===== src/rtl/mem_stage_pkg.sv =====
// Shared constants and types for the memory-access stage.
package mem_stage_pkg;

    localparam logic [1:0] OP_NONE  = 2'b00;
    localparam logic [1:0] OP_LOAD  = 2'b01;
    localparam logic [1:0] OP_STORE = 2'b10;
    localparam logic [1:0] OP_RSVD  = 2'b11;

    localparam int unsigned DST_LSB = 0;
    localparam int unsigned DST_W   = 4;
    localparam int unsigned WE_BIT  = 4;

    typedef enum logic {
        StIdle,
        StWait
    } state_e;

    function automatic logic is_mem_op(input logic [1:0] op);
        return (op == OP_LOAD) || (op == OP_STORE);
    endfunction

endpackage


===== src/rtl/mem_stage_ram.sv =====
// Local data RAM: synchronous write with enable, asynchronous read registered by the parent.
module mem_stage_ram #(
    parameter int unsigned ADDR_W = 8
) (
    input  logic              clk_i,
    input  logic              we_i,
    input  logic [ADDR_W-1:0] addr_i,
    input  logic [15:0]       wdata_i,
    output logic [15:0]       rdata_o
);

    localparam int unsigned Depth = 2 ** ADDR_W;

    logic [15:0] mem_q [Depth];

    always_ff @(posedge clk_i) begin
        if (we_i) begin
            mem_q[addr_i] <= wdata_i;
        end
    end

    assign rdata_o = mem_q[addr_i];

endmodule


===== src/rtl/mem_stage.sv =====
// Memory-access stage: multi-cycle load/store to a local RAM, stalls upstream while busy,
// and drives registered MEM/WB outputs.
module mem_stage
    import mem_stage_pkg::*;
#(
    parameter int unsigned ADDR_W = 8,
    parameter int unsigned LAT    = 2
) (
    input  logic        C,
    input  logic        R,
    input  logic        IV,
    input  logic [15:0] IU,
    input  logic [15:0] IL,
    input  logic [15:0] IW,
    input  logic [7:0]  IB,
    input  logic [1:0]  IC,
    output logic [15:0] OD,
    output logic [15:0] OW,
    output logic [7:0]  OB,
    output logic        OV,
    output logic        S
);

    // Cycles left in WAIT after the first (stalled) cycle in IDLE.
    localparam logic [3:0] CntInit = 4'((LAT >= 2) ? LAT - 2 : 0);

    state_e      state_q, state_d;
    logic [3:0]  cnt_q, cnt_d;
    logic [15:0] od_q, od_d;
    logic [15:0] ow_q, ow_d;
    logic [7:0]  ob_q, ob_d;
    logic        ov_q, ov_d;
    logic        stall;
    logic        retire;
    logic        ram_we;
    logic [15:0] ram_rdata;

    mem_stage_ram #(
        .ADDR_W(ADDR_W)
    ) u_ram (
        .clk_i  (C),
        .we_i   (ram_we),
        .addr_i (IU[ADDR_W-1:0]),
        .wdata_i(IL),
        .rdata_o(ram_rdata)
    );

    always_comb begin
        state_d = state_q;
        cnt_d   = cnt_q;
        od_d    = od_q;
        ow_d    = ow_q;
        ob_d    = ob_q;
        ov_d    = 1'b0;
        stall   = 1'b0;
        retire  = 1'b0;

        unique case (state_q)
            StIdle: begin
                if (IV) begin
                    if (!is_mem_op(IC)) begin
                        od_d = IU;
                        ow_d = IW;
                        ob_d = IB;
                        ov_d = 1'b1;
                    end else if (LAT == 1) begin
                        retire = 1'b1;
                    end else begin
                        stall   = 1'b1;
                        state_d = StWait;
                        cnt_d   = CntInit;
                    end
                end
            end
            StWait: begin
                if (cnt_q != 4'd0) begin
                    stall = 1'b1;
                    cnt_d = cnt_q - 4'd1;
                end else begin
                    retire  = 1'b1;
                    state_d = StIdle;
                end
            end
            default: state_d = StIdle;
        endcase

        // Inputs are held through WAIT, so IC/IU/IL still describe the access here.
        if (retire) begin
            od_d = (IC == OP_LOAD) ? ram_rdata : IU;
            ow_d = IW;
            ob_d = IB;
            if (IC == OP_STORE) begin
                ob_d[WE_BIT] = 1'b0;
            end
            ov_d = 1'b1;
        end
    end

    // Reset at the completion edge aborts the store.
    assign ram_we = retire && (IC == OP_STORE) && !R;
    assign S      = stall && !R;

    always_ff @(posedge C) begin
        if (R) begin
            state_q <= StIdle;
            cnt_q   <= 4'd0;
            od_q    <= 16'd0;
            ow_q    <= 16'd0;
            ob_q    <= 8'd0;
            ov_q    <= 1'b0;
        end else begin
            state_q <= state_d;
            cnt_q   <= cnt_d;
            od_q    <= od_d;
            ow_q    <= ow_d;
            ob_q    <= ob_d;
            ov_q    <= ov_d;
        end
    end

    assign OD = od_q;
    assign OW = ow_q;
    assign OB = ob_q;
    assign OV = ov_q;

endmodule


===== config.mk =====
export PLATFORM = sky130hd
export DESIGN_NAME = mem_stage
export DESIGN_NICKNAME = d
export VERILOG_FILES = /design/src/rtl/mem_stage_pkg.sv /design/src/rtl/mem_stage_ram.sv /design/src/rtl/mem_stage.sv
export SDC_FILE = /design/constraint.sdc
export NUM_CORES = 2
export LEC_CHECK = 0
export BUFFER_PORTS_ARGS = -buffer_cell sky130_fd_sc_hd__buf_2
export CORE_MARGIN = 1.5
export CORE_UTILIZATION = 30
export CTS_BUF_LIST = sky130_fd_sc_hd__clkbuf_8
export CTS_CLUSTER_DIAMETER = 80
export DETAILED_ROUTE_END_ITERATION = 16
export PLACE_DENSITY = 0.49
export SYNTH_ARGS = -nofsm -noshare
export SYNTH_HDL_FRONTEND = slang
export SYNTH_HIERARCHICAL = 1
export SYNTH_SLANG_ARGS = --single-unit
export TNS_END_PERCENT = 20

===== constraint.sdc =====
create_clock -name C -period 4.7 [get_ports C]
set_input_delay 0 -clock C [delete_from_list [all_inputs] [get_ports C]]
set_output_delay 0 -clock C [all_outputs]
set_load 0.02 [all_outputs]

==> flow_metrics.env <==
export IMPL_nFillCells=48300
export IMPL_tns_ns=0
export IMPL_wl_um=467000
export IMPL_yosysWarningCount=6
export IMPL_port_buffers=102
export IMPL_whs_ns=0.0994
export IMPL_cp_startpoint="IU[0]"
export IMPL_cp_max_fo=59
export IMPL_dieWidth_um=727
export IMPL_fmax_ghz=0.228
export IMPL_gr_usage_all_layers=0.172
export IMPL_synthSimpleGateAreaFrac=0.0116
export IMPL_area_growth_pct=17.8
export IMPL_final_cell_mix="edfxtp_1, mux4_2, clkbuf_8"
export IMPL_peakVddDrop_mv=0.287
export IMPL_endpoint_kind="flop"
export IMPL_dp_hpwl_um=269000
export IMPL_fin_worst_skew_ns=0.0582
export IMPL_synth_distinct_cells=38
export IMPL_postSynthCellCount=6960
export IMPL_comb_power_share=0.056
export IMPL_async_reset_ff_frac=0
export IMPL_grt_max_degree=145
export IMPL_drv_cap=1
export IMPL_insertion_delay_ns=1.24
export IMPL_maxSlewHeadroom=0.0148
export IMPL_p_leak_nw=57.6
export IMPL_synth_top_family_by_area="multiplexers"
export IMPL_r2r_cells=8
export IMPL_antenna_left=0
export IMPL_path_clk_slew_ns=0.07
export IMPL_antenna_found_initial=43
export IMPL_rsz0062_at_grt="no"
export IMPL_cts_tree="done"
export IMPL_grt_pass1_wl_um=650000
export IMPL_drive_gt1_frac=0.315
export IMPL_grt_remaining_overflow=0
export IMPL_synth_ff_type="edfxtp_1"
export IMPL_start_util=0.302
export IMPL_synth_adder_area_share=0.000398
export IMPL_clkPwrFrac=0.394
export IMPL_cts_root_buf="clkbuf_8"
export IMPL_cts_resized_gates=0
export IMPL_dieArea_mm2=0.528
export IMPL_die_h_um=727
export IMPL_final_common_cell="edfxtp_1"
export IMPL_vias=80000
export IMPL_fin_crit_sh=0.934
export IMPL_worst_ep_arrival_time_ns=5.52
export IMPL_synth_area_mux_share=0.147
export IMPL_gp_congestion=0.804
export IMPL_switchingPower_mw=17.4
export IMPL_worst_pin_slew_ns=1.46
export IMPL_ff2ff_setup_slack_ns=0.65
export IMPL_nets=8185
export IMPL_cts_made_buffers=686
export IMPL_p_per_area_mw_per_mm2=400
export IMPL_cts_max_level=6
export IMPL_dp_cells=14200
export IMPL_core_rowCount=265
export IMPL_synth_edf_count=4096
export IMPL_grt_pass1_vias=82200
export IMPL_final_hold_viol_count=0
export IMPL_failed_checks="max-capacitance violations"
export IMPL_firstDrtPassIters=6
export IMPL_numClockSinks=4142
export IMPL_layout_cells_non_filler=15600
export IMPL_critical_path_class="input port to flop"
export IMPL_min_period_ns=4.39
export IMPL_drcViolationCount=0
export IMPL_wl_per_cell_um=29.9
export IMPL_worstReg2RegEnd="OD[5]$_SDFFE_PP0P_"
export IMPL_seqPwrFrac=0.549
export IMPL_routed_via_density=5.12
export IMPL_finalSetupViolations=0
export IMPL_outcome="finished with violations"
export IMPL_r2r_start="u_ram/mem_q[127][5]$_DFFE_PP_"
export IMPL_syn_area_per_cell_um2=22.6
export IMPL_synth_compound_area_share=0.0395
export IMPL_power_internal_mw=56.7
export IMPL_ys_ff_latch=4142
export IMPL_num_io_pins=103
export IMPL_p_sw_frac=0.235
export IMPL_yosysSeqAreaShare=0.788
export IMPL_start_kind="input port"
export IMPL_required_ns=5.83
export IMPL_drt_iter0_drc=8920
export IMPL_synth_nets=7026
export IMPL_maxSlewViolCount=0
export IMPL_timing_critical_path_to="OD[5]$_SDFFE_PP0P_"
export IMPL_design_core_area_mm2=0.521
export IMPL_cts_buffer_depth=4
export IMPL_synth_cell_area_mm2=0.157
export IMPL_min_path_type="input port to flop"
export IMPL_synth_xor_area_frac=0
[flip-flops by register name (all words and copies together) (netlist names)]
name         count
OB               8
cnt_q            4
OD              16
state_q          1
OV               1
OW              16
u_ram/mem_q   4096
[cell usage after synthesis, types with 16 or more instances]
cell,instances,area (µm²)
nand3_1,54,270
nand4_1,16,100
nand2_1,30,113
nor3_1,48,240
edfxtp_1,4096,123000
a22oi_1,512,3840
buf_2,82,410
nor2_1,235,882
clkbuf_1,263,987
buf_4,17,128
buf_6,28,315
o21ai_0,40,200
mux4_2,1024,23100
o41ai_1,64,561
a311oi_1,16,140
buf_1,55,206
a21oi_1,281,1410
dfxtp_1,46,921
[critical path: stages]
cell and delay [ns]:
dlygate4sd3_1 0.58, buf_12 0.41, buf_12 0.30, buf_12 0.25
mux4_2 0.53, a22oi_1 0.34, a21oi_1 0.32, o41ai_1 1.35
nand4_1 0.23, nand3_1 0.15, a311oi_1 0.11, dlygate4sd3_1 0.63
[cell type report]
type                    instances  area (µm²)  share of cell area
clock buffers                 692        9520              0.0514
flip-flops and latches       4142      124000               0.669
diodes                         23        57.6            0.000311
well taps                    6942        8690              0.0469
repair buffers                917        8320              0.0449
multi-input cells            2363       31800               0.172
clock inverters               524        2860              0.0155
inverters                       9        33.8            0.000182
[how the worst min path moves through the flow]
stage | start | to | cells after the start
floorplan | IL[0] | u_ram/mem_q[0][0]$_DFFE_PP_ | 0
global placement | IB[4] | OB[4]$_SDFFE_PP0P_ | 2
detailed placement | IB[4] | OB[4]$_SDFFE_PP0P_ | 2
CTS | IU[1] | OD[1]$_SDFFE_PP0P_ | 5
global route | IL[6] | u_ram/mem_q[38][6]$_DFFE_PP_ | 2
finish | IL[6] | u_ram/mem_q[38][6]$_DFFE_PP_ | 2
[repair_timing]
item                       CTS  global route
buffers inserted             0             0
hold endpoints to repair  5228             0
hold buffers               199             0
[layer usage]
| layer | up-vias | share of wire | GRT usage |
|---|---|---|---|
| met5 | - | 0.00073 | 0.00399 |
| met4 | 8 | 0.025 | 0.0443 |
| met3 | 685 | 0.075 | 0.0356 |
| met2 | 3210 | 0.48 | 0.281 |
| met1 | 43700 | 0.42 | 0.236 |
| li1 | 32400 | - | - |
[kinds of logic (layout without fill, tap and decap cells)]
group                      count (synthesis)  after routing
AOI/OAI and AO/OA                        919            919
and+or+nand+nor                          413            413
muxes                                   1026           1026
other                                      0             23
adders and majority gates                  5              5
buffers and inverters                    455           2142
DFF                                     4142           4142
[metrics by stage]
step            util  setup slack, ns  power, mW  area (µm²)
5_1_grt        0.355            0.285       76.6      185000
6_report       0.355            0.312       74.1      185000
3_5_place_dp   0.327           0.0773       45.4      171000
2_1_floorplan      -             1.28       43.3      157000
3_3_place_gp   0.327           0.0167       45.4      171000
4_1_cts        0.355            0.526       74.9      185000
[power groups by stage]
| stage | clock, mW | combinational, mW | sequential, mW |
|---|---|---|---|
| 2_1_floorplan | 0 | 1.85 | 41.5 |
| 4_1_cts | 30.0 | 4.22 | 40.7 |
| 3_5_place_dp | 0 | 3.97 | 41.5 |
| 5_1_grt | 31.5 | 4.41 | 40.7 |
| 3_3_place_gp | 0 | 3.92 | 41.5 |
| 6_report | 29.2 | 4.18 | 40.7 |
No activity file was read; power rests on OpenSTA's default activity.
